==> config.mk <==
export PLATFORM = sky130hd
export DESIGN_NAME = cmp_pipe
export DESIGN_NICKNAME = d
export VERILOG_FILES = /design/src/rtl/cmp_pipe_pkg.sv /design/src/rtl/cmp_pipe_slice.sv /design/src/rtl/cmp_pipe.sv
export SDC_FILE = /design/constraint.sdc
export NUM_CORES = 1
export LEC_CHECK = 0
export CORE_ASPECT_RATIO = 0.7
export CORE_UTILIZATION = 30
export DETAILED_ROUTE_END_ITERATION = 10
export PLACE_DENSITY = 0.69
export REMOVE_ABC_BUFFERS = 1
export SYNTH_ARGS = -nofsm -noshare
export SYNTH_HDL_FRONTEND = slang
export SYNTH_SLANG_ARGS = --single-unit
==> constraint.sdc <==
create_clock -name clk -period 1.86 [get_ports clk]
set_input_delay 0.372 -clock clk [delete_from_list [all_inputs] [get_ports clk]]
set_output_delay 0.372 -clock clk [all_outputs]
set_load 0.005 [all_outputs]
==> src/rtl/cmp_pipe_pkg.sv <==
// Shared types for the pipelined comparator: op encoding, stage-1 partial compare
// bundle, and the function that folds the partials into the final result.
package cmp_pipe_pkg;

  localparam int CMP_PIPE_MAX_STAGES = 4;

  typedef enum logic [2:0] {
    CMP_NO  = 3'd0,
    CMP_EQ  = 3'd1,
    CMP_NE  = 3'd2,
    CMP_LT  = 3'd3,
    CMP_GE  = 3'd4,
    CMP_LTU = 3'd5,
    CMP_GEU = 3'd6
  } cmp_op_enum;

  typedef struct packed {
    logic hi_eq;
    logic hi_lt_s;
    logic hi_lt_u;
    logic lo_eq;
    logic lo_lt_u;
  } cmp_partial_t;

  // Only the high half carries the sign; the low half is always an unsigned compare.
  function automatic logic cmp_combine(input cmp_partial_t p, input cmp_op_enum op);
    logic eq;
    logic lt;
    logic ltu;
    logic res;
    eq  = p.hi_eq & p.lo_eq;
    ltu = p.hi_lt_u | (p.hi_eq & p.lo_lt_u);
    lt  = p.hi_lt_s | (p.hi_eq & p.lo_lt_u);
    case (op)
      CMP_EQ:  res = eq;
      CMP_NE:  res = ~eq;
      CMP_LT:  res = lt;
      CMP_GE:  res = ~lt;
      CMP_LTU: res = ltu;
      CMP_GEU: res = ~ltu;
      default: res = 1'b0;
    endcase
    return res;
  endfunction

endpackage

==> src/rtl/cmp_pipe_slice.sv <==
// One elastic register stage: holds a valid bit and a payload, accepts when empty or
// when the downstream stage takes its current content; flush clears the valid bit.
module cmp_pipe_slice #(
  parameter int PAYLOAD_W = 8
) (
  input  logic                 clk,
  input  logic                 rst,
  input  logic                 flush,
  input  logic                 in_valid,
  output logic                 in_ready,
  input  logic [PAYLOAD_W-1:0] in_data,
  output logic                 out_valid,
  input  logic                 out_ready,
  output logic [PAYLOAD_W-1:0] out_data
);

  logic                 v_q;
  logic                 v_d;
  logic [PAYLOAD_W-1:0] data_q;
  logic [PAYLOAD_W-1:0] data_d;
  logic                 adv;

  // NOTE: every always_comb output gets a default first so no path leaves it unassigned (no latch).
  always_comb begin
    adv    = !v_q || out_ready;
    v_d    = v_q;
    data_d = data_q;
    if (adv) begin
      v_d = in_valid;
      if (in_valid) begin
        data_d = in_data;
      end
    end
    if (flush) begin
      v_d = 1'b0;
    end
  end

  // NOTE: payload is reset too, so the decoded result and tag read zero straight out of reset.
  always_ff @(posedge clk or posedge rst) begin
    if (rst) begin
      v_q    <= 1'b0;
      data_q <= '0;
    end else begin
      // NOTE: sequential state uses non-blocking assignments only.
      v_q    <= v_d;
      data_q <= data_d;
    end
  end

  assign in_ready  = adv;
  assign out_valid = v_q;
  assign out_data  = data_q;

endmodule

==> src/rtl/cmp_pipe.sv <==
// Pipelined WIDTH-bit comparator with valid/ready handshake, tag pass-through and flush.
// Optional min/max output enabled by defining CMP_MINMAX_EN.
module cmp_pipe
  import cmp_pipe_pkg::*;
#(
  parameter int WIDTH  = 64,
  parameter int STAGES = 2,
  parameter int TAG_W  = 5
) (
  input  logic             clk,
  input  logic             rst,
  input  logic             flush,
  input  logic             in_valid,
  output logic             in_ready,
  input  logic [WIDTH-1:0] in_a,
  input  logic [WIDTH-1:0] in_b,
  input  cmp_op_enum       in_op,
  input  logic [TAG_W-1:0] in_tag,
  output logic             out_valid,
  input  logic             out_ready,
  output logic             out_res,
  output logic [TAG_W-1:0] out_tag,
  output logic             busy
`ifdef CMP_MINMAX_EN
  ,
  output logic [WIDTH-1:0] out_minmax
`endif
);

  localparam int HALF     = WIDTH / 2;
  localparam int OP_W     = $bits(cmp_op_enum);
  localparam int PART_W   = $bits(cmp_partial_t);
  localparam int OP_LSB   = PART_W;
  localparam int TAG_LSB  = OP_LSB + OP_W;
`ifdef CMP_MINMAX_EN
  localparam int OPND_LSB  = TAG_LSB + TAG_W;
  localparam int PAYLOAD_W = OPND_LSB + 2 * WIDTH;
`else
  localparam int PAYLOAD_W = TAG_LSB + TAG_W;
`endif

  if (WIDTH < 8 || (WIDTH % 2) != 0) begin : g_bad_width
    $error("cmp_pipe: WIDTH must be even and >= 8");
  end
  if (STAGES < 1 || STAGES > CMP_PIPE_MAX_STAGES) begin : g_bad_stages
    $error("cmp_pipe: STAGES out of range");
  end

  cmp_partial_t         s1_part;
  logic [PAYLOAD_W-1:0] s1_payload;

  // The half-word compares are the only wide logic; doing them before the first
  // register keeps the output combine down to a couple of gates.
  always_comb begin
    s1_part         = '0;
    s1_part.hi_eq   = in_a[WIDTH-1:HALF] == in_b[WIDTH-1:HALF];
    s1_part.hi_lt_s = $signed(in_a[WIDTH-1:HALF]) < $signed(in_b[WIDTH-1:HALF]);
    s1_part.hi_lt_u = in_a[WIDTH-1:HALF] < in_b[WIDTH-1:HALF];
    s1_part.lo_eq   = in_a[HALF-1:0] == in_b[HALF-1:0];
    s1_part.lo_lt_u = in_a[HALF-1:0] < in_b[HALF-1:0];
`ifdef CMP_MINMAX_EN
    s1_payload = {in_a, in_b, in_tag, in_op, s1_part};
`else
    s1_payload = {in_tag, in_op, s1_part};
`endif
  end

  logic [STAGES-1:0] v_all;

  for (genvar k = 0; k < STAGES; k++) begin : g_stage
    logic                 us_valid;
    logic [PAYLOAD_W-1:0] us_data;
    logic                 ds_ready;
    logic                 s_ready;
    logic                 s_valid;
    logic [PAYLOAD_W-1:0] s_data;

    if (k == 0) begin : g_first
      assign us_valid = in_valid;
      assign us_data  = s1_payload;
    end else begin : g_pass
      assign us_valid = g_stage[k-1].s_valid;
      assign us_data  = g_stage[k-1].s_data;
    end

    if (k == STAGES - 1) begin : g_last
      assign ds_ready = out_ready;
    end else begin : g_mid
      assign ds_ready = g_stage[k+1].s_ready;
    end

    cmp_pipe_slice #(
      .PAYLOAD_W(PAYLOAD_W)
    ) u_slice (
      .clk      (clk),
      .rst      (rst),
      .flush    (flush),
      .in_valid (us_valid),
      .in_ready (s_ready),
      .in_data  (us_data),
      .out_valid(s_valid),
      .out_ready(ds_ready),
      .out_data (s_data)
    );

    assign v_all[k] = s_valid;
  end

  logic [PAYLOAD_W-1:0] last_data;
  cmp_partial_t         last_part;
  cmp_op_enum           last_op;

  assign last_data = g_stage[STAGES-1].s_data;
  assign last_part = cmp_partial_t'(last_data[PART_W-1:0]);
  assign last_op   = cmp_op_enum'(last_data[OP_LSB +: OP_W]);

  assign in_ready  = g_stage[0].s_ready;
  assign out_valid = v_all[STAGES-1];
  assign busy      = |v_all;
  assign out_res   = cmp_combine(last_part, last_op);
  assign out_tag   = last_data[TAG_LSB +: TAG_W];

`ifdef CMP_MINMAX_EN
  logic [WIDTH-1:0] last_a;
  logic [WIDTH-1:0] last_b;

  assign last_b = last_data[OPND_LSB +: WIDTH];
  assign last_a = last_data[OPND_LSB + WIDTH +: WIDTH];

  // Less-than ops pick the min and greater-or-equal ops the max; both reduce to res ? a : b.
  always_comb begin
    out_minmax = last_a;
    if (last_op == CMP_LT || last_op == CMP_LTU || last_op == CMP_GE || last_op == CMP_GEU) begin
      out_minmax = out_res ? last_a : last_b;
    end
  end
`endif

endmodule
# --- Word level (Yosys, flattened, before mapping) ---
# Index checks and enable logic that the tools add are counted.
word_totals:
  regBits: 28
  latch_bits: 0
  ramBits: 0
  mem_bits_ro: 0
  wordCells: 36
  memories: 0
classes:
  n_addsub: 0
  n_mul: 0
  div: 0
  order_cmp: 3
  eq_ne: 8
  shift: 0
  n_mux: 5
  bitwise: 7
  n_reduce_logical: 9
op_table:
  columns: ["op", "count"]
  rows:
  - ["32-bit < comparator", 3]
  - ["32-bit equality test", 2]
  - ["3-bit equality test (second input constant)", 3]
  - ["3-bit by 2-bit equality test with 1-bit output (second input constant)", 2]
  - ["1-bit one-hot mux with 6 select lines", 1]
  - ["1-bit 2-to-1 mux", 4]
  - ["2-bit AND reduction", 2]
  - ["2-bit nonzero test", 2]
  - ["3-bit by 1-bit equality test with 1-bit output (second input constant)", 1]
  - ["1-bit NOT", 3]
  - ["1-bit AND", 2]
  - ["1-bit zero test", 2]
  - ["1-bit logical OR", 2]
  - ["1-bit OR", 2]
  - ["2-bit OR reduction", 1]

# --- Logic depth before layout (Yosys ltp) ---
logic_depth:
  word_depth: 5
  mapped_depth: 8
  mapped_depth_nobuf: 8

# --- Cells and area by module ---
# A second synthesis with hierarchy kept.
hier_totals:
  hier_cells: 305
  hier_area_um2: 2881.5
by_module_without_submodules:
  columns: ["mod", "n_inst", "cells_each", "area_per_inst_um2"]
  rows:
  - ["cmp_pipe", 1, 239, 1697.9]
  - ["cmp_pipe_slice", 2, 33, 591.8]

# --- Worst setup path after synthesis ---
# Ideal clock, no wire load.
synth_path:
  kind: "input port to flip-flop"
  start: "input port in_b[49]"
  end: "register g_stage[0].u_slice.data_q[3]"
  setup_time_ns: 0.129
  arrival_ns: 1.950
  required_ns: 1.731
  slack_ns: -0.219
  path_stages: 8
  n_path_buf: 0
  path_cell_list: "inv_1 > ha_1 > a21o_1 > a221o_1 > a211o_1 > a211o_1 > a22oi_2 > o41ai_2"
synth_between:
  elab_chain_len: 1
synth_lines:
  columns: ["element", "line", "rtl"]
  rows:
  - ["from (decl)", "cmp_pipe.sv:16", "input logic [WIDTH-1:0] in_b,"]
  - ["32-bit < comparator", "cmp_pipe.sv:57", "s1_part.hi_lt_s = $signed(in_a[WIDTH-1:HALF]) < $signed(in_b[WIDTH-1:HALF]);"]
  - ["to (signal assigned)", "cmp_pipe_slice.sv:47", "data_q <= data_d;"]
  - ["to (decl)", "cmp_pipe_slice.sv:19", "logic [PAYLOAD_W-1:0] data_q;"]
# Every way passes these cells.
# A chain may end at the register's enable or synchronous reset.

# --- Final worst setup path ---
layout_path:
  start: "input port in_b[50]"
  end: "register g_stage[0].u_slice.data_q[3]"
# Same word-level chain as after synthesis.

==> flow_results.org <==
** Yosys
- Of the synthesized area, sequential elements account for 0.254.
- Post-synthesis average cell area :: 8.90 um2
- Counting flops with a built-in enable in the synthesized netlist gives 0.
- During synthesis, Yosys emitted a total of 0 warnings.
- Summing every instance area after synthesis gives 2760 um2.
- After synthesis the netlist holds a flip-flop and latch count of 28.
- Ranked by total cell area, the synthesized netlist is headed by sky130_fd_sc_hd__ha_1 (29%), sky130_fd_sc_hd__dfrtp_1 (25%), sky130_fd_sc_hd__inv_1 (9.2%).
- The share of synthesized area in the top cell type comes to 0.290.
- Async SR Flop Fraction :: 1.00
- The biggest area contributor in the post-synthesis netlist is sky130_fd_sc_hd__ha_1.
- Leading cell types by count after synthesis :: sky130_fd_sc_hd__inv_1 (68), sky130_fd_sc_hd__ha_1 (64), sky130_fd_sc_hd__dfrtp_1 (28), sky130_fd_sc_hd__a21oi_1 (22), sky130_fd_sc_hd__mux2_2 (22)
- Primary FF master, synth :: sky130_fd_sc_hd__dfrtp_1
- Cells after synthesis :: 310
- By instance count, the leading cell after synthesis is sky130_fd_sc_hd__inv_1.
- Post-synth cell types :: 36

** Drt
- Wires add up to 8190 um.
- Drt initial violations :: 61
- Mean routed wirelength per cell :: 13.6 um
- Remaining routing DRC violations :: 0
- Drt first pass iters :: 4
- Vias :: 2,768
- In the routed layout, each cell is associated on average with a via count of 4.60.
- Number of nets still failing antenna checks after routing :: 0

** STA
- Setup repair after global routing missed its margin :: yes
- Worst path setup slack after routing :: -0.0194 ns
- Between clock sinks in the finished design, the worst skew comes to 0.00211 ns.
- Aggregate negative setup slack :: -0.0194 ns
- Hold timing on the final database bottoms out at a slack of 0.485 ns.
- Timing would allow up to 532 MHz.
- For the pin with the worst max-slew slack, the measured transition is 0.346 ns.
- Final-report setup violation count :: 1
- Final critical-path required period :: 1.88 ns
- Hold Vio Cnt, Final :: 0
- Relative slew margins :: 0.769
- Fin crit share :: 1.01
- The max-slew violation count is 0.

** GRT
- Summed over all layers, the global routing overflow is 0.
- Largest net degree at the start of global routing :: 29
- The first global-routing pass estimated 12,400 um of wire.
- The number of antenna violations at the first check in global routing was 0.
- GRT Resource Usage Total :: 0.163
- Vias in the first global route :: 2,788

** Die
- Row generation in the floorplan step produced 28 rows.
- 150 I/O pins were placed.
- Vertical die dimension :: 82.3 um
- CORE AREA :: 8690 um2
- The floorplan step defined a die boundary enclosing 9590 um2.
- The initial utilization of the core area, before any placement, comes to 0.318.
- Horizontal die dimension :: 117 um

** Status
- The final reports fail on setup timing.
- The flow ran to the end, but the final reports show violations.

** Final layout
- Final Core Density :: 0.590
- Once layout is done, the placed cells without fillers occupy 5130 um2.
- Layout overhead on the synthesized area :: 85.9%
- Multi-input gate area :: 2340 um2
- The filler cells instantiated in the layout total 779.
- Storage cell area :: 701 um2
- Final nets :: 689
- Antenna diode instance count :: 0
- In the final layout, the share of cells above drive strength 1 is 0.363.

** Worst setup path
- CP arrival :: 2.01 ns
- The critical path is of the input pin to flip-flop type.
- CP required :: 1.99 ns
- Nature of the critical path startpoint :: input pin
- Worst Path Max Fanout :: 3
- Worst setup EP type :: flip-flop

** Place
- Once detailed placement completed, the half-perimeter wirelength came to 6390 um.
- Input and output buffers added on the ports amount to 149.
- The congestion estimate from routability-driven global placement came to 0.803.
- Post-Place Cell Area :: 4540 um2

** Clock network
- In this run the number of H-tree levels came out at 1.
- At the later pin of the worst-skew pair, clock insertion delay measures 0.25 ns.
- Clock-pin slew was measured on the worst setup and hold paths at 0.06 ns.
- Sink Count :: 28
- Cts bufs inserted :: 3
- The longest clock path from root to sink contains 2 buffers.
- # hold bufs at CTS :: 0
- Root cell of the clock tree :: sky130_fd_sc_hd__clkbuf_16
- CTS tree :: built

** Power and ir drop
- Power spread over the standard cell area amounts to 439 nW/um2.
- Worst IR drop on VDD :: 0.391 mV
- Summed over all cells, the static leakage comes to 2.45 nW.

** Flow run
- Number of max-cap violations :: 0

** Hold path
- The min-delay analysis places its worst path in the category flip-flop to flip-flop.
critical path, cell delays in order:
cell and delay (ns):
sky130_fd_sc_hd__buf_6 0.09, sky130_fd_sc_hd__inv_4 0.05, sky130_fd_sc_hd__ha_4 0.19, sky130_fd_sc_hd__and2_4 0.15, sky130_fd_sc_hd__a221o_1 0.34, sky130_fd_sc_hd__a211o_1 0.26
sky130_fd_sc_hd__a211o_1 0.29, sky130_fd_sc_hd__a22oi_2 0.18, sky130_fd_sc_hd__o41ai_2 0.09
cell families (layout without fill, tap and decap cells):
logic type      count (synthesis)  after routing  share of synthesized area
compound gates                 57             57                      0.140
fa+ha+maj                      64             64                      0.290
buf+inv                        75            247                      0.110
flops                          28             28                      0.254
mux                            23             23                     0.0934
simple gates                   63             63                      0.113
per-stage QoR:
stage / cells / setup WS, ns / power [mW]
2_1_floorplan: 303 / -0.237 / 1.14
3_3_place_gp: 594 / -0.733 / 1.64
3_5_place_dp: 594 / -0.827 / 1.67
4_1_cts: 600 / -0.0189 / 2.20
5_1_grt: 602 / -0.0770 / 2.42
6_report: 602 / -0.0194 / 2.25
final timing paths:
check | from | to | slack (ns) | cells past startpoint
max in group asynchronous | rst | g_stage[1].u_slice.out_data[3] | 1.10 | 3
worst min register to register | g_stage[0].u_slice.out_data[1] | g_stage[0].u_slice.out_data[1] | 0.49 | 2
worst max-delay path | in_b[50] | g_stage[0].u_slice.out_data[3] | -0.02 | 9
worst min-delay path | g_stage[0].u_slice.out_data[1] | g_stage[0].u_slice.out_data[1] | 0.49 | 2
min in group asynchronous | rst | g_stage[0].u_slice.out_valid | 0.50 | 3
worst max register to register | g_stage[1].u_slice.out_valid | g_stage[1].u_slice.out_data[11] | 0.33 | 6
repair_timing:
| action | 4_1_cts | 5_1_grt |
|---|---|---|
| setup endpoints to repair | 6 | 6 |
| gates resized for setup | 165 | 84 |
| pin swaps | 42 | 41 |
| cloned | 0 | 0 |
| buffers inserted | 4 | 2 |
| hold endpoints to repair | 0 | 0 |
sequential cells by signal, indices dropped and copies added (netlist names):
name / flops
g_stage.u_slice.out_data: 26
g_stage.u_slice.out_valid: 2
placed cells by master (no fill, tap or decap), types with 3 or more instances in the layout:
cell	n
sky130_fd_sc_hd__a211oi_2	3
sky130_fd_sc_hd__a21o_1	7
sky130_fd_sc_hd__a21oi_1	14
sky130_fd_sc_hd__a21oi_2	6
sky130_fd_sc_hd__buf_2	10
sky130_fd_sc_hd__buf_4	25
sky130_fd_sc_hd__buf_6	3
sky130_fd_sc_hd__clkbuf_16	3
sky130_fd_sc_hd__clkbuf_2	16
sky130_fd_sc_hd__clkdlybuf4s15_1	11
sky130_fd_sc_hd__clkdlybuf4s50_1	78
sky130_fd_sc_hd__dfrtp_1	28
sky130_fd_sc_hd__dlygate4sd2_1	19
sky130_fd_sc_hd__dlymetal6s2s_1	12
sky130_fd_sc_hd__ha_1	24
sky130_fd_sc_hd__ha_2	4
sky130_fd_sc_hd__ha_4	36
sky130_fd_sc_hd__inv_1	43
sky130_fd_sc_hd__inv_2	22
sky130_fd_sc_hd__inv_4	3
sky130_fd_sc_hd__mux2_2	22
sky130_fd_sc_hd__nand2_1	15
sky130_fd_sc_hd__nand3_1	6
sky130_fd_sc_hd__nand4_1	12
sky130_fd_sc_hd__nor2_1	10
sky130_fd_sc_hd__nor2b_1	3
sky130_fd_sc_hd__o21ai_0	5
sky130_fd_sc_hd__o21ai_1	3
final cells by class:
cell class	instances	share of cell area
clock buffer	3	0.0146
sequential	28	0.137
timing repair buffer	176	0.312
multi-input combinational	207	0.457
tap	120	0.0293
inverter	68	0.0512
per-layer routing:
| metal | GRT usage | share of wire | wire length (um) |
|---|---|---|---|
| met5 | 0 | 0 | 0 |
| met4 | 0.0241 | 0.0093 | 76 |
| met3 | 0.0270 | 0.047 | 381 |
| met2 | 0.290 | 0.50 | 4110 |
| met1 | 0.213 | 0.44 | 3620 |
power by group:
group | switching (mW) | internal [mW] | total, mW
Combinational | 0.397 | 0.643 | 1.04
Clock | 0.177 | 0.284 | 0.461
Sequential | 0.0531 | 0.697 | 0.750
Total | 0.626 | 1.62 | 2.25
Power figures use the tool's default switching activity.
